## config.mk

```make
export PLATFORM = sky130hd
export DESIGN_NAME = reg_file_rename
export DESIGN_NICKNAME = d
export VERILOG_FILES = /design/src/rtl/reg_file_rename.sv
export SDC_FILE = /design/constraint.sdc
export NUM_CORES = 2
export LEC_CHECK = 0
export BUFFER_PORTS_ARGS = -buffer_cell sky130_fd_sc_hd__buf_2
export CORE_ASPECT_RATIO = 1.2
export CORE_UTILIZATION = 30
export CTS_BUF_LIST = sky130_fd_sc_hd__clkbuf_8
export DETAILED_ROUTE_END_ITERATION = 10
export GPL_TIMING_DRIVEN = 0
export PLACE_DENSITY_LB_ADDON = 0.15
export RECOVER_POWER = 25
export SLEW_MARGIN = 30
export SYNTH_ARGS = -nofsm -noshare
export SYNTH_HDL_FRONTEND = slang
export SYNTH_SLANG_ARGS = --single-unit
```

## constraint.sdc

```tcl
create_clock -name clk -period 10 [get_ports clk]
set_clock_uncertainty 0.2 [all_clocks]
set_input_delay 1 -clock clk [delete_from_list [all_inputs] [get_ports clk]]
set_output_delay 1 -clock clk [all_outputs]
set_load 0.1 [all_outputs]
```

## src/rtl/reg_file_rename.sv

```systemverilog
// Architectural register file with per-register rename status (busy + producing ROB tag).
// Commits write data in order; dispatch reads resolve to a value, a commit bypass, or a pending tag.
module reg_file_rename #(
   parameter int unsigned REG_NUM = 32,
   parameter int unsigned REG_W   = 5,
   parameter int unsigned TAG_W   = 4,
   parameter int unsigned DATA_W  = 32
) (
   input  logic              clk,
   input  logic              rst,
   input  logic              rdy,
   input  logic              clear,
   input  logic              ID_valid,
   input  logic [REG_W-1:0]  ID_dest_reg,
   input  logic [TAG_W-1:0]  ID_tag,
   input  logic              CDB_data_valid,
   input  logic [REG_W-1:0]  CDB_reg_dest,
   input  logic [TAG_W-1:0]  CDB_tag,
   input  logic [DATA_W-1:0] CDB_data,
   input  logic [REG_W-1:0]  dispatch_rs1,
   input  logic [REG_W-1:0]  dispatch_rs2,
   output logic              dispatch_reg1_valid,
   output logic [DATA_W-1:0] dispatch_reg1_data,
   output logic [TAG_W-1:0]  dispatch_reg1_tag,
   output logic              dispatch_reg2_valid,
   output logic [DATA_W-1:0] dispatch_reg2_data,
   output logic [TAG_W-1:0]  dispatch_reg2_tag
);

   localparam int unsigned NUM_PORTS = 2;

   logic [DATA_W-1:0] r_data [REG_NUM];
   logic [TAG_W-1:0]  r_tag  [REG_NUM];
   logic [REG_NUM-1:0] r_busy;

   logic w_commit;
   logic w_rename;

   logic [REG_W-1:0]  w_rs    [NUM_PORTS];
   logic              w_valid [NUM_PORTS];
   logic [DATA_W-1:0] w_data  [NUM_PORTS];
   logic [TAG_W-1:0]  w_tag   [NUM_PORTS];

   // x0 is never a write target, so it stays zero and never busy
   assign w_commit = CDB_data_valid && (CDB_reg_dest != '0);
   assign w_rename = ID_valid && (ID_dest_reg != '0);

   // State update: commit clears busy on tag match, clear drops all busy, rename overrides last
   always_ff @(posedge clk) begin
      if (rst) begin
         r_data <= '{default: '0};
         r_tag  <= '{default: '0};
         r_busy <= '0;
      end else if (rdy) begin
         if (w_commit) begin
            r_data[CDB_reg_dest] <= CDB_data;
            if (r_busy[CDB_reg_dest] && (r_tag[CDB_reg_dest] == CDB_tag)) begin
               r_busy[CDB_reg_dest] <= 1'b0;
            end
         end
         if (clear) begin
            r_busy <= '0;
         end else if (w_rename) begin
            r_busy[ID_dest_reg] <= 1'b1;
            r_tag[ID_dest_reg]  <= ID_tag;
         end
      end
   end

   assign w_rs[0] = dispatch_rs1;
   assign w_rs[1] = dispatch_rs2;

   // Read resolution from pre-edge state with same-cycle commit bypass
   always_comb begin
      for (int p = 0; p < int'(NUM_PORTS); p++) begin
         w_valid[p] = 1'b1;
         w_data[p]  = '0;
         w_tag[p]   = '0;
         if (w_rs[p] == '0) begin
            w_valid[p] = 1'b1;
         end else if (!r_busy[w_rs[p]]) begin
            w_data[p] = r_data[w_rs[p]];
         end else if (CDB_data_valid && (CDB_reg_dest == w_rs[p]) &&
                      (CDB_tag == r_tag[w_rs[p]])) begin
            w_data[p] = CDB_data;
         end else begin
            w_valid[p] = 1'b0;
            w_tag[p]   = r_tag[w_rs[p]];
         end
      end
   end

   assign dispatch_reg1_valid = w_valid[0];
   assign dispatch_reg1_data  = w_data[0];
   assign dispatch_reg1_tag   = w_tag[0];
   assign dispatch_reg2_valid = w_valid[1];
   assign dispatch_reg2_data  = w_data[1];
   assign dispatch_reg2_tag   = w_tag[1];

endmodule

```

==> impl_metrics.toml <==
[global_routing]
first_global_vias = 53790
grt_start_max_net_pins = 19
grt.busiest_layer = "met2"
grt_first_pass_wirelength_microns = 429600
met1_usage = 0.3688
number_of_antenna_violations_at_the_first_check_in_global_routing = 36
grtUsageTotal = 0.2935
grt_use_met2 = 0.4593
grt_overflow_total = 0
use_met3 = 0.06175

[yosys]
synth_enable_flop_cells = 0
synth_async_sr_flop_share = 0
synth-seq-area-share = 0.3780
syn_nets = 6746
dominantRegCellSynth = "sky130_fd_sc_hd__dfxtp_1"
synth-seq-cells = 1184
post_synth_most_frequent_cells = "sky130_fd_sc_hd__nand2_1, sky130_fd_sc_hd__dfxtp_1, sky130_fd_sc_hd__a21oi_1"
yosys-top-cells-area = "sky130_fd_sc_hd__dfxtp_1, sky130_fd_sc_hd__mux4_2, sky130_fd_sc_hd__nand2_1, sky130_fd_sc_hd__a21oi_1, sky130_fd_sc_hd__mux2i_1"
post_synth_instance_area_sq_um = 62710
avgSynthCellArea_sq_um = 9.388
synthesized_netlist_cell_count = 6680
top_area_cell_type_share_of_the_netlist_area = 0.3780
netlist.top_cell.by_area = "sky130_fd_sc_hd__dfxtp_1"
synth_most_common_cell = "sky130_fd_sc_hd__nand2_1"
synth.yosys.warnings = 0
synth.distinct_cells = 75

[cts]
cts_tree = "built"
insertion_delay_ps = 1020
post-cts-setup-buffer-count = 0
path_clk_slew_ps = 60
max-clock-path-buffers = 3
post_cts.resized_instances = 0
cts_buffers = 206
clock-sinks = 1184
h-tree-depth = 4
holdBufCountCts = 0
root_buffer = "sky130_fd_sc_hd__clkbuf_8"

[worst_setup_path]
worstReg2RegStart = "r_tag[33]"
startpoint_class_of_the_critical_path = "primary input"
cp.required_ps = 8800
setup.worst_path.start = "dispatch_rs1[2]"
worstPathArrival_ps = 6040
critical_path_peak_fanout = 10
critical_setup_path_kind = "primary input to output pin"
critical_path_sink_type = "output pin"

[outcome]
violations = "capacitance limit, slew limit"
run_status = "complete, but fails checks"

[floorplan]
die_area_sq_um = 210900
fp.dieH_microns = 502.9
die_width_microns = 419.4
io_pins = 140
initial_core_util = 0.3023
num_rows = 183
core_area_sq_um = 207400

[place]
detailed_place_hpwl_microns = 250700
place.port_buffers = 100
gpl.final_weighted_congestion = 1.008

[drt]
wire_per_inst_microns = 31.69
detail_route.drc_violations = 0
ant_nets = 0
drt-vias-per-instance = 5.667
drt_first_iter_violations = 5546
wirelength_microns = 316000
firstDrtPassIters = 8
num_vias = 56520

[sta]
final.period_utilization = 0.7238
highest_clock_rate_ghz = 0.1382
worst_slew_margin_rel = -0.08399
slew_violations = 20
setup_violations = 0
setup-tns-final_ps = 0
tightestPinTransition_ps = 1620
final_period_minus_worst_setup_slack_ps = 7238
rsz0062_at_grt = "no"
timing.final.hold_violations = 0

[pwr]
cellLeakagePower_uw = 0.02345
total_power_uw = 10570
power.density_cell_area_nw_per_um2 = 147.5
vdd.ir_drop.worst_uv = 149.8

[cells_and_area]
area_growth_from_synthesis_to_layout_pct = 14.25
final_layout_size_suffix_gt1_frac = 0.2011
design.final.nets = 7083

[worst_hold_path]
worst_min_delay_path_startpoint = "ID_tag[2]"
timing.hold.worst.class = "primary input to flop"

[run]
maxcap_viol_count = 3
cell usage in the layout (no fill, tap or decap), types with 29 or more instances in the layout:
| cell | netlist | layout |
|---|---|---|
| sky130_fd_sc_hd__mux2i_1 | 187 | 187 |
| sky130_fd_sc_hd__a32o_1 | 32 | 32 |
| sky130_fd_sc_hd__nor2_1 | 175 | 154 |
| sky130_fd_sc_hd__buf_4 | 26 | 32 |
| sky130_fd_sc_hd__clkbuf_8 | 0 | 275 |
| sky130_fd_sc_hd__buf_1 | 43 | 29 |
| sky130_fd_sc_hd__inv_1 | 12 | 72 |
| sky130_fd_sc_hd__clkbuf_2 | 27 | 49 |
| sky130_fd_sc_hd__nand2_1 | 2153 | 2153 |
| sky130_fd_sc_hd__a21oi_1 | 1085 | 1085 |
| sky130_fd_sc_hd__dfxtp_1 | 1184 | 1184 |
| sky130_fd_sc_hd__clkbuf_1 | 496 | 489 |
| sky130_fd_sc_hd__nor2b_1 | 48 | 48 |
| sky130_fd_sc_hd__mux4_2 | 722 | 722 |
| sky130_fd_sc_hd__mux2_2 | 47 | 47 |
| sky130_fd_sc_hd__buf_2 | 108 | 212 |
| sky130_fd_sc_hd__nand3_1 | 59 | 59 |
| sky130_fd_sc_hd__a41o_1 | 32 | 32 |
area by class of cell:
| cell class | instances | area [sq um] |
|---|---|---|
| Fill cell | 21730 | 135800 |
| Multi-Input combinational cell | 4767 | 35940 |
| Sequential cell | 1184 | 23700 |
| Clock buffer | 275 | 3785 |
| Tap cell | 2775 | 3472 |
| Buffer | 716 | 3126 |
| Timing Repair Buffer | 129 | 895.9 |
| Clock inverter | 93 | 621.8 |
| Antenna cell | 21 | 52.55 |
| Inverter | 13 | 48.80 |
worst paths after layout:
path / slack, ps / cells after the start / endpoint
max reg2reg: 7020 / 8 / r_busy[10]
max: 2760 / 10 / dispatch_reg1_data[1]
min reg2reg: 270 / 2 / r_data[813]
min: 120 / 3 / r_tag[50]
cell families (layout without fill, tap and decap cells):
group / count (synthesis) / in the layout / synth area share
buffers and inverters: 729 / 1226 / 0.05008
flip-flops: 1184 / 1184 / 0.3780
XOR/XNOR: 17 / 17 / 0.002374
other: 0 / 21 / 0
multiplexers: 959 / 959 / 0.2986
AND/OR/NAND/NOR: 2528 / 2528 / 0.1595
AO/OA/AOI/OAI: 1263 / 1263 / 0.1115
stage by stage:
step	area, sq um	util	hold slack, ps	worst slack [ps]	std cells
4_1_cts	71670	0.3455	68.15	2883	9950
3_3_place_gp	66690	0.3215	248.4	2489	9555
2_1_floorplan	62710	-	242.9	3588	6680
6_report	71650	0.3454	117.0	2762	9973
3_5_place_dp	67260	0.3242	256.3	2887	9582
5_1_grt	71610	0.3452	88.61	2832	9957
critical path, stage by stage:
cell                     delay, ps
sky130_fd_sc_hd__buf_2         310
sky130_fd_sc_hd__buf_2         470
sky130_fd_sc_hd__buf_2         490
sky130_fd_sc_hd__buf_2         620
sky130_fd_sc_hd__buf_2         640
sky130_fd_sc_hd__nor4_1        120
sky130_fd_sc_hd__nor2_1        780
sky130_fd_sc_hd__buf_2         450
sky130_fd_sc_hd__a32o_1        570
sky130_fd_sc_hd__buf_2         550
report_power, final:
part	internal, uW	switching (uW)	leakage (uW)
combinational	251	714	0.0114
sequential	4730	14.6	0.00954
clock	2500	2350	0.00249
layer usage:
layer  up-vias  share of wire  routed length [microns]
met5         -        0.00041                      128
met4        20          0.070                    22020
met3       713          0.084                    26530
met2      2813           0.45                   143700
met1     28510           0.39                   123700
li1      24470              -                        -
sequential cells by signal, summed over array words and instances (netlist names):
| signal | cells |
|---|---|
| r_tag | 128 |
| r_data | 1024 |
| r_busy | 32 |
Note: power is estimated with default switching activity, not from simulation.
